**config.mk**
```make
export PLATFORM = sky130hd
export DESIGN_NAME = mod_n_counter
export DESIGN_NICKNAME = d
export VERILOG_FILES = /design/src/rtl/mod_n_counter.sv
export SDC_FILE = /design/constraint.sdc
export NUM_CORES = 1
export LEC_CHECK = 0
export ABC_CLOCK_PERIOD_IN_PS = 1800
export BUFFER_PORTS_ARGS = -buffer_cell sky130_fd_sc_hd__buf_4
export CAP_MARGIN = 5
export CORE_AREA = 2 2 39 41
export CTS_CLUSTER_SIZE = 24
export DETAILED_ROUTE_END_ITERATION = 16
export DIE_AREA = 0 0 41 43
export PLACE_DENSITY = 0.78
export SLEW_MARGIN = 5
export SYNTH_ARGS = -nofsm -noshare
export SYNTH_HDL_FRONTEND = slang
export SYNTH_SLANG_ARGS = --single-unit
```
**constraint.sdc**
```tcl
create_clock -name clk -period 1.8 [get_ports clk]
set_clock_uncertainty 0.15 [all_clocks]
set_input_delay 0.54 -clock clk [delete_from_list [all_inputs] [get_ports clk]]
set_output_delay 0.54 -clock clk [all_outputs]
set_load 0.01 [all_outputs]
```
**src/rtl/mod_n_counter.sv**
```systemverilog
// Modulo-N counter stage with IDLE/RUN/PAUSE control, up/down stepping,
// clamped parallel load and a same-cycle carry/borrow for cascading.
module mod_n_counter #(
  parameter int unsigned MODULUS = 10,
  parameter int unsigned WIDTH   = 4
) (
  input  logic             clk,
  input  logic             reset,
  input  logic             start,
  input  logic             stop,
  input  logic             clear,
  input  logic             cin,
  input  logic             up,
  input  logic             load,
  input  logic [WIDTH-1:0] load_value,
  output logic [WIDTH-1:0] count,
  output logic             cout,
  output logic             tc,
  output logic             running
);

  typedef enum logic [1:0] {
    IDLE  = 2'd0,
    RUN   = 2'd1,
    PAUSE = 2'd2
  } state_t;

  localparam logic [WIDTH-1:0] MAX_COUNT = WIDTH'(MODULUS - 1);

  state_t           state;
  state_t           next_state;
  logic [WIDTH-1:0] next_count;
  logic             step;

  // Terminal count follows direction; carry/borrow only on an actual wrapping step
  always_comb begin
    tc   = up ? (count == MAX_COUNT) : (count == '0);
    step = running & cin & ~clear & ~load & ~stop & ~reset;
    cout = step & tc;
  end

  // Next state and next count in priority order: clear, load, stop, start/step
  always_comb begin
    next_state = state;
    next_count = count;
    if (clear) begin
      next_state = IDLE;
      next_count = '0;
    end else if (load) begin
      next_count = (load_value > MAX_COUNT) ? MAX_COUNT : load_value;
    end else if (stop) begin
      if (state == RUN) begin
        next_state = PAUSE;
      end
    end else begin
      if (start && (state != RUN)) begin
        next_state = RUN;
      end
      if (step) begin
        if (up) begin
          next_count = (count == MAX_COUNT) ? '0 : count + WIDTH'(1);
        end else begin
          next_count = (count == '0) ? MAX_COUNT : count - WIDTH'(1);
        end
      end
    end
  end

  // State, count and running flag registers with synchronous reset
  always_ff @(posedge clk) begin
    if (reset) begin
      state   <= IDLE;
      count   <= '0;
      running <= 1'b0;
    end else begin
      state   <= next_state;
      count   <= next_count;
      running <= (next_state == RUN);
    end
  end

endmodule

```
==> flow_summary.yaml, run 1 <==
status:
  status: "finished, violations left"
  violations: "setup timing"
placed_design:
  gp_congestion: 0.750
  postPlaceCellArea_sq_um: 709
  placed_cells: 102
  hpwl_mm: 1.06
  io_buffers: 18
  dp_slack_ns: -0.474
synthesis:
  ys.flop_type: "dfxtp_1"
  ys_warn_count: 0
  synthDistinctLibCells: 32
  ys_ff_latch: 7
  synth_nets: 73
  syn_avg_cell_area_sq_um: 8.16
  syn_inst: 61
  async_flop_share: 0
  synth-edff-count: 0
  synth_area_sq_um: 498
  seq_area_frac_synth: 0.281
critical_path:
  cp.required_ns: 1.11
  crit_path_max_fanout: 2
  worstPathCellList: "buf_6 -> or3_4 -> a211oi_4 -> and4bb_1 -> buf_4"
  reg2reg_to: "count[3]"
  crit_buf_inv: 2
  criticalPathCategory: "in2out"
  end_kind: "primary output"
  arrival_ns: 1.56
  r2r_cells: 5
  slowest_delay_ns: 0.33
  reg2reg_slack_ns: 0.15
  critPathSlowestCell: "or3_4"
  reg2reg_from: "count[1]"
  path_delay_family: "simple AND/OR/NAND/NOR gates"
  startpoint_type: "primary input"
timing:
  rsz0062_at_grt: "true"
  finalSetupTns_ns: -0.788
  relSlewSlack: 0.789
  tightest_slew_ns: 0.312
  timing.hold.ws_ns: 0.314
  max_clock_freq_mhz: 445
  post-route-period-util: 1.25
  fin_ws_ns: -0.448
  final-setup-viol-count: 2
  slew_viol_final: 0
  finalHoldViolCount: 0
  min_period_ns: 2.25
cells_and_area:
  syn_to_final_growth_pct: 55.0
  drive_above_1_share: 0.433
  final_cell_area_sq_um: 772
  final_cells: 106
  nNetsFinal: 103
  n_antenna_cell: 0
  fin_util: 0.558
  layout_commonest_cell: "buf_4"
  final_cell_mix: "26 x buf_4, 6 x dfxtp_1, 5 x nor2_1, 5 x o21ai_0"
clock_network:
  cts_root_buf: "clkbuf_4"
  cts-buffers-inserted: 3
  cts_max_level: 1
  postCtsSetupBuffers: 0
  clock_sinks: 7
  clk_pin_slew_ns: 0.06
  hold_buffers: 0
  clockBufferDepth: 2
  insertion_delay_ns: 0.25
  cts_tree: "yes"
detailed_routing:
  wl_per_cell_microns: 12.6
  postRouteAntennaNets: 0
  drtIter0Drc: 6
  vias: 558
  drtPass1Iterations: 4
  drc: 0
  drt-total-wl_mm: 1.34
  vias_per_cell: 5.26
flow_run:
  cap_violations: 0
floorplanning:
  rows: 14
  core_area_sq_um: 1380
  design.portCount: 19
  die_height_microns: 43
  start_util: 0.360
  die_x_microns: 41
  dieArea_sq_um: 1760
pwr:
  power_density_nw_per_um2: 554
  cellLeakagePower_nw: 0.326
  ir_drop_mv: 0.421
  power.total_uw: 428
global_route:
  gr-total-overflow: 0
  grt_antenna_before_repair: 0
  grt_max_degree: 16
  grt_first_pass_wirelength_mm: 2.28
  grtUsageTotal: 0.183
  first_global_vias: 561
hold_path:
  whs_endpoint: "state[1]"
  hold_path.startpoint: "reset"
  holdPathStages: 2
  holdCritPathClass: "in2reg"
-- cells in the mapped netlist (2+ instances only) --
master / n / area, sq um
nand3_1: 2 / 10.0
nand3b_1: 2 / 15.0
xnor2_1: 3 / 26.3
nor2b_1: 4 / 25.0
buf_2: 2 / 10.0
a211oi_2: 2 / 25.0
inv_1: 3 / 11.3
o21ai_0: 5 / 25.0
a31oi_1: 2 / 12.5
nor2_1: 5 / 18.8
a21oi_1: 4 / 20.0
dfxtp_1: 7 / 140
-- cell families after synthesis --
group                     after synthesis  share of synthesized area
DFF                                     7                      0.281
AOI/OAI and AO/OA                      20                      0.289
xor gates and xnor gates                4                     0.0704
muxes                                   1                     0.0201
and+or+nand+nor                        22                      0.264
buffers and inverters                   7                     0.0754
-- worst max-delay path by stage --
stage | from | end | slack [ns] | cells after the start
floorplan | up | cout | -0.30 | 3
global placement | up | cout | -0.43 | 5
detailed placement | up | cout | -0.47 | 5
CTS | up | cout | -0.45 | 5
global route | count[3] | cout | -0.47 | 4
finish | up | cout | -0.45 | 5
-- where the power goes --
| part | leakage [nW] | switching (mW) | internal, mW |
|---|---|---|---|
| Clock | 0.0150 | 0.0613 | 0.0848 |
| Combinational | 0.254 | 0.0514 | 0.0661 |
| Sequential | 0.0574 | 0.00427 | 0.160 |
-- worst reg2reg max path: cells and delay by family (launching register included) --
| family | cells | cell delay, ns |
|---|---|---|
| flip-flops | 1 | 0.34 |
| AND/OR/NAND/NOR | 1 | 0.33 |
| multiplexers | 1 | 0.15 |
| buffers and inverters | 1 | 0.17 |
| AO/OA/AOI/OAI | 2 | 0.38 |
-- timing repair --
item / in CTS / in global routing
endpoints found under the setup margin: 2 / 3
resized for setup: 4 / 4
pin swaps: 0 / 0
-- routing by layer --
layer / routed length, microns / global-route usage / vias up
met5: 0 / 0 / -
met4: 6 / 0.0400 / 0
met3: 60 / 0.0314 / 2
met2: 727 / 0.322 / 17
met1: 543 / 0.217 / 258
li1: - / - / 281
-- area by class of cell --
cell class,count,area [sq um]
inverter,3,11.3
sequential,7,141
clock buffer,4,26.3
timing repair buffer,29,229
fill,129,612
tap,16,20.0
multi-input combinational,47,344
-- sequential cells by signal (all words and copies together), names as in the netlist --
| signal | flops |
|---|---|
| count | 4 |
| running | 1 |
| state | 2 |
Power figures use the tool's default switching activity.
==> run 2: changes to the inputs <==
==> constraint.sdc (replaced) <==
create_clock -name clk -period 1.8 [get_ports clk]
set_clock_uncertainty 0.15 [all_clocks]
set_input_delay 0.18 -clock clk [delete_from_list [all_inputs] [get_ports clk]]
set_output_delay 0.18 -clock clk [all_outputs]
set_load 0.01 [all_outputs]
==> flow_summary.yaml, run 2 (synthesis results as in run 1) <==
clock_network:
  cts_tree: "yes"
  cts-buffers-inserted: 3
  cts_root_buf: "clkbuf_4"
  insertion_delay_ns: 0.25
  cts_max_level: 1
  clock_sinks: 7
  clk_pin_slew_ns: 0.06
  clockBufferDepth: 2
floorplanning:
  start_util: 0.360
  dieArea_sq_um: 1760
  die_x_microns: 41
  design.portCount: 19
  die_height_microns: 43
  core_area_sq_um: 1380
  rows: 14
pwr:
  netSwitchingPower_uw: 113
  seq_power_share: 0.396
  combPwrFrac: 0.251
  power.total_uw: 416
  cellLeakagePower_nw: 0.299
  p_int_uw: 303
  power.share.clock: 0.353
  power_density_nw_per_um2: 577
  p_sw_frac: 0.272
  ir_drop_mv: 0.473
global_route:
  grt_antenna_before_repair: 0
  grt_max_degree: 17
  grtUsageTotal: 0.165
  grt_first_pass_wirelength_mm: 2.03
  gr-total-overflow: 0
  first_global_vias: 506
detailed_routing:
  vias: 554
  drt-total-wl_mm: 1.28
  drc: 0
  vias_per_cell: 5.49
  postRouteAntennaNets: 0
  wl_per_cell_microns: 12.7
  drtIter0Drc: 14
  drtPass1Iterations: 4
hold_path:
  whs_endpoint: "running"
  holdCritPathClass: "in2reg"
  holdPathStages: 3
  hold_path.startpoint: "clear"
cells_and_area:
  final_cell_mix: "20 x buf_4, 6 x dfxtp_1, 5 x nor2_1, 5 x o21ai_0"
  syn_to_final_growth_pct: 44.7
  fillers: 143
  n_antenna_cell: 0
  largest_reg_flops: 4
  reg_top3: "count x4, state x2, running x1"
  nNetsFinal: 98
  layout_commonest_cell: "buf_4"
  top_register: "count"
  drive_above_1_share: 0.365
critical_path:
  reg2reg_slack_ns: 0.21
  reg2reg_from: "count[0]"
  arrival_ns: 1.55
  reg2reg_to: "count[3]"
  criticalPathCategory: "reg2out"
  startpoint_type: "flop"
  end_kind: "primary output"
  r2r_cells: 5
  crit_path_max_fanout: 2
  cp.required_ns: 1.47
timing:
  max_clock_freq_mhz: 533
  finalHoldViolCount: 0
  final-setup-viol-count: 1
  relSlewSlack: 0.786
  tightest_slew_ns: 0.317
  slew_viol_final: 0
  timing.hold.ws_ns: 0.0548
  post-route-period-util: 1.04
  fin_ws_ns: -0.0757
  rsz0062_at_grt: "true"
  min_period_ns: 1.88
placed_design:
  io_buffers: 18
  hpwl_microns: 947
  gp_congestion: 0.812
status:
  violations: "setup timing"
  status: "finished, violations left"
flow_run:
  cap_violations: 0
[run 2: cell count changes in the layout (fill, tap and decap cells not counted), sizes merged]
cell and delta:
buf -7, dlygate4sd3 +2
[run 2: cell type report]
cell class	instances	area, sq um	area share
Sequential cell	7	141	0.196
Multi-Input combinational cell	47	329	0.457
Clock buffer	4	26.3	0.0365
Timing Repair Buffer	24	193	0.267
Inverter	3	11.3	0.0156
Tap cell	16	20.0	0.0278
[run 2: critical path: stages, from the launching register on]
cell and delay [ns]:
dfxtp_2 0.32, or3_4 0.36, a211oi_2 0.26, and4bb_1 0.25
buf_6 0.11
[run 2: through the flow]
stage / instance area, sq um / utilization / std cells / setup TNS [ns] / worst slack [ns]
after floorplan: 498 / - / 61 / 0 / 0.0568
after global placement: 649 / 0.469 / 94 / 0 / 0.231
after detailed placement: 649 / 0.469 / 94 / 0 / 0.196
after CTS: 703 / 0.508 / 101 / -0.0217 / -0.0217
after global routing: 721 / 0.521 / 101 / -0.152 / -0.140
final: 721 / 0.521 / 101 / -0.0757 / -0.0757
[run 2: power groups by stage]
stage / logic (mW) / clock network (mW) / registers [mW]
detailed placement: 0.0936 / 0 / 0.168
CTS: 0.0999 / 0.149 / 0.164
floorplan: 0.0505 / 0 / 0.169
global placement: 0.0916 / 0 / 0.167
finish: 0.105 / 0.147 / 0.165
global route: 0.114 / 0.161 / 0.165
[run 2: timing repair]
| action | 4_1_cts | 5_1_grt |
|---|---|---|
| endpoints found under the hold margin | 2 | 0 |
| endpoints found under the setup margin | 1 | 4 |
| buffers inserted | 1 | 1 |
| hold buffers | 2 | 0 |
| resized for setup | 0 | 5 |
| pin swaps | 3 | 3 |
[run 2: worst max-delay path by stage]
| stage | from | endpoint | slack, ns | cells past startpoint |
|---|---|---|---|---|
| after floorplan | count[0] | cout | 0.06 | 4 |
| after global placement | count[3] | cout | 0.23 | 4 |
| after detailed placement | count[3] | cout | 0.20 | 4 |
| after CTS | count[0] | cout | -0.02 | 4 |
| after global routing | count[3] | cout | -0.14 | 4 |
| final | count[3] | cout | -0.08 | 4 |
[run 2: layer usage]
metal / vias to the layer above / GRT usage / part of all wire
met1: 255 / 0.205 / 0.41
met3: 2 / 0.0314 / 0.065
met5: - / 0 / 0
met4: 0 / 0.0600 / 0.0047
met2: 24 / 0.269 / 0.52
li1: 273 / - / -
==> run 3: changes to the inputs <==
==> constraint.sdc (replaced) <==
create_clock -name clk -period 1.8 [get_ports clk]
set_clock_uncertainty 0.15 [all_clocks]
set_input_delay 0.36 -clock clk [delete_from_list [all_inputs] [get_ports clk]]
set_output_delay 0.36 -clock clk [all_outputs]
set_load 0.01 [all_outputs]
==> flow_summary.yaml, run 3 (synthesis results as in run 1) <==
detailed_routing:
  vias_per_cell: 5.14
  wl_per_cell_microns: 11.5
  drc: 0
  vias: 519
  drtIter0Drc: 10
  drt-total-wl_mm: 1.16
  drtPass1Iterations: 4
  postRouteAntennaNets: 0
timing:
  finalHoldViolCount: 0
  fin_ws_ns: -0.216
  slew_viol_final: 0
  tightest_slew_ns: 0.322
  post-route-period-util: 1.12
  relSlewSlack: 0.783
  max_clock_freq_mhz: 496
  final-setup-viol-count: 2
  rsz0062_at_grt: "true"
  min_period_ns: 2.02
pwr:
  combPwrFrac: 0.243
  p_sw_frac: 0.256
  power.total_uw: 405
  power.share.clock: 0.343
  ir_drop_mv: 0.605
  cellLeakagePower_nw: 0.296
  netSwitchingPower_uw: 104
  p_int_uw: 301
  power_density_nw_per_um2: 574
  seq_power_share: 0.414
placed_design:
  placed_cells: 97
  gp_congestion: 0.777
  io_buffers: 18
  hpwl_microns: 927
  postPlaceCellArea_sq_um: 674
clock_network:
  cts-buffers-inserted: 3
  clockBufferDepth: 2
  cts_tree: "yes"
  clk_pin_slew_ns: 0.05
  insertion_delay_ns: 0.24
  cts_max_level: 1
  postCtsSetupBuffers: 0
  cts_root_buf: "clkbuf_4"
  hold_buffers: 0
  clock_sinks: 7
critical_path:
  path_delay_family: "simple AND/OR/NAND/NOR gates"
  criticalPathCategory: "reg2out"
  end_kind: "primary output"
  crit_buf_inv: 1
  cp.required_ns: 1.29
  critPathSlowestCell: "or3_1"
  worstPathCellList: "or3_1 -> a211oi_2 -> and4bb_1 -> buf_4"
  arrival_ns: 1.51
  crit_path_max_fanout: 2
  startpoint_type: "flop"
  slowest_delay_ns: 0.38
cells_and_area:
  reg_top3: "count x4, state x2, running x1"
  nNetsFinal: 98
  syn_to_final_growth_pct: 41.5
  final_cell_mix: "23 x buf_4, 5 x nor2_1, 5 x o21ai_0, 5 x dfxtp_1"
  final_cell_area_sq_um: 704
  drive_above_1_share: 0.376
  layout_commonest_cell: "buf_4"
  top_register: "count"
  largest_reg_flops: 4
  final_cells: 101
  n_antenna_cell: 0
flow_run:
  cap_violations: 0
status:
  status: "finished, violations left"
  violations: "setup timing"
floorplanning:
  die_height_microns: 43
  die_x_microns: 41
  start_util: 0.360
  design.portCount: 19
  dieArea_sq_um: 1760
  rows: 14
  core_area_sq_um: 1380
global_route:
  grt_antenna_before_repair: 0
  grt_max_degree: 17
  first_global_vias: 473
  grtUsageTotal: 0.157
  gr-total-overflow: 0
  grt_first_pass_wirelength_mm: 1.90
hold_path:
  holdCritPathClass: "in2reg"
[run 3: final cells by class]
cell class                      instances  area (sq um)
Fill cell                             145           679
Multi-Input combinational cell         47           320
Timing Repair Buffer                   24           184
Sequential cell                         7           143
Clock buffer                            4          26.3
Tap cell                               16          20.0
Inverter                                3          11.3
[run 3: path summary, 6_finish.rpt]
kind / end / depth (start not counted) / from / slack [ns]
max reg2reg: count[3] / 5 / count[0] / 0.21
max: cout / 4 / count[3] / -0.22
min: state[1] / 2 / reset / 0.14
min reg2reg: state[0] / 2 / state[0] / 0.37
[run 3: power by group through the flow]
stage          clock, mW  sequential, mW  combinational (mW)
2_1_floorplan          0           0.169              0.0503
3_3_place_gp           0           0.170              0.0956
3_5_place_dp           0           0.171              0.0969
4_1_cts            0.143           0.168              0.0991
5_1_grt            0.153           0.168               0.109
6_report           0.139           0.168              0.0982
[run 3: stage by stage]
stage	hold slack (ns)	setup TNS, ns	utilization	setup WS (ns)
after global placement	0.332	-0.0936	0.487	-0.0936
final	0.143	-0.318	0.509	-0.216
after global routing	0.140	-0.479	0.509	-0.300
after detailed placement	0.348	-0.105	0.487	-0.103
after CTS	0.138	-0.349	0.509	-0.232
after floorplan	0.282	-0.0364	-	-0.0364
[run 3: layer usage]
metal  up-vias  GRT usage  share of wire
li1        272          -              -
met1       228      0.192           0.43
met3         0     0.0628          0.071
met5         -          0              0
met2        19      0.247           0.50
met4         0     0.0400              0
[run 3: timing repair]
item                       4_1_cts  5_1_grt
gates cloned                     0        0
resized for setup                1        0
setup endpoints to repair        2        2
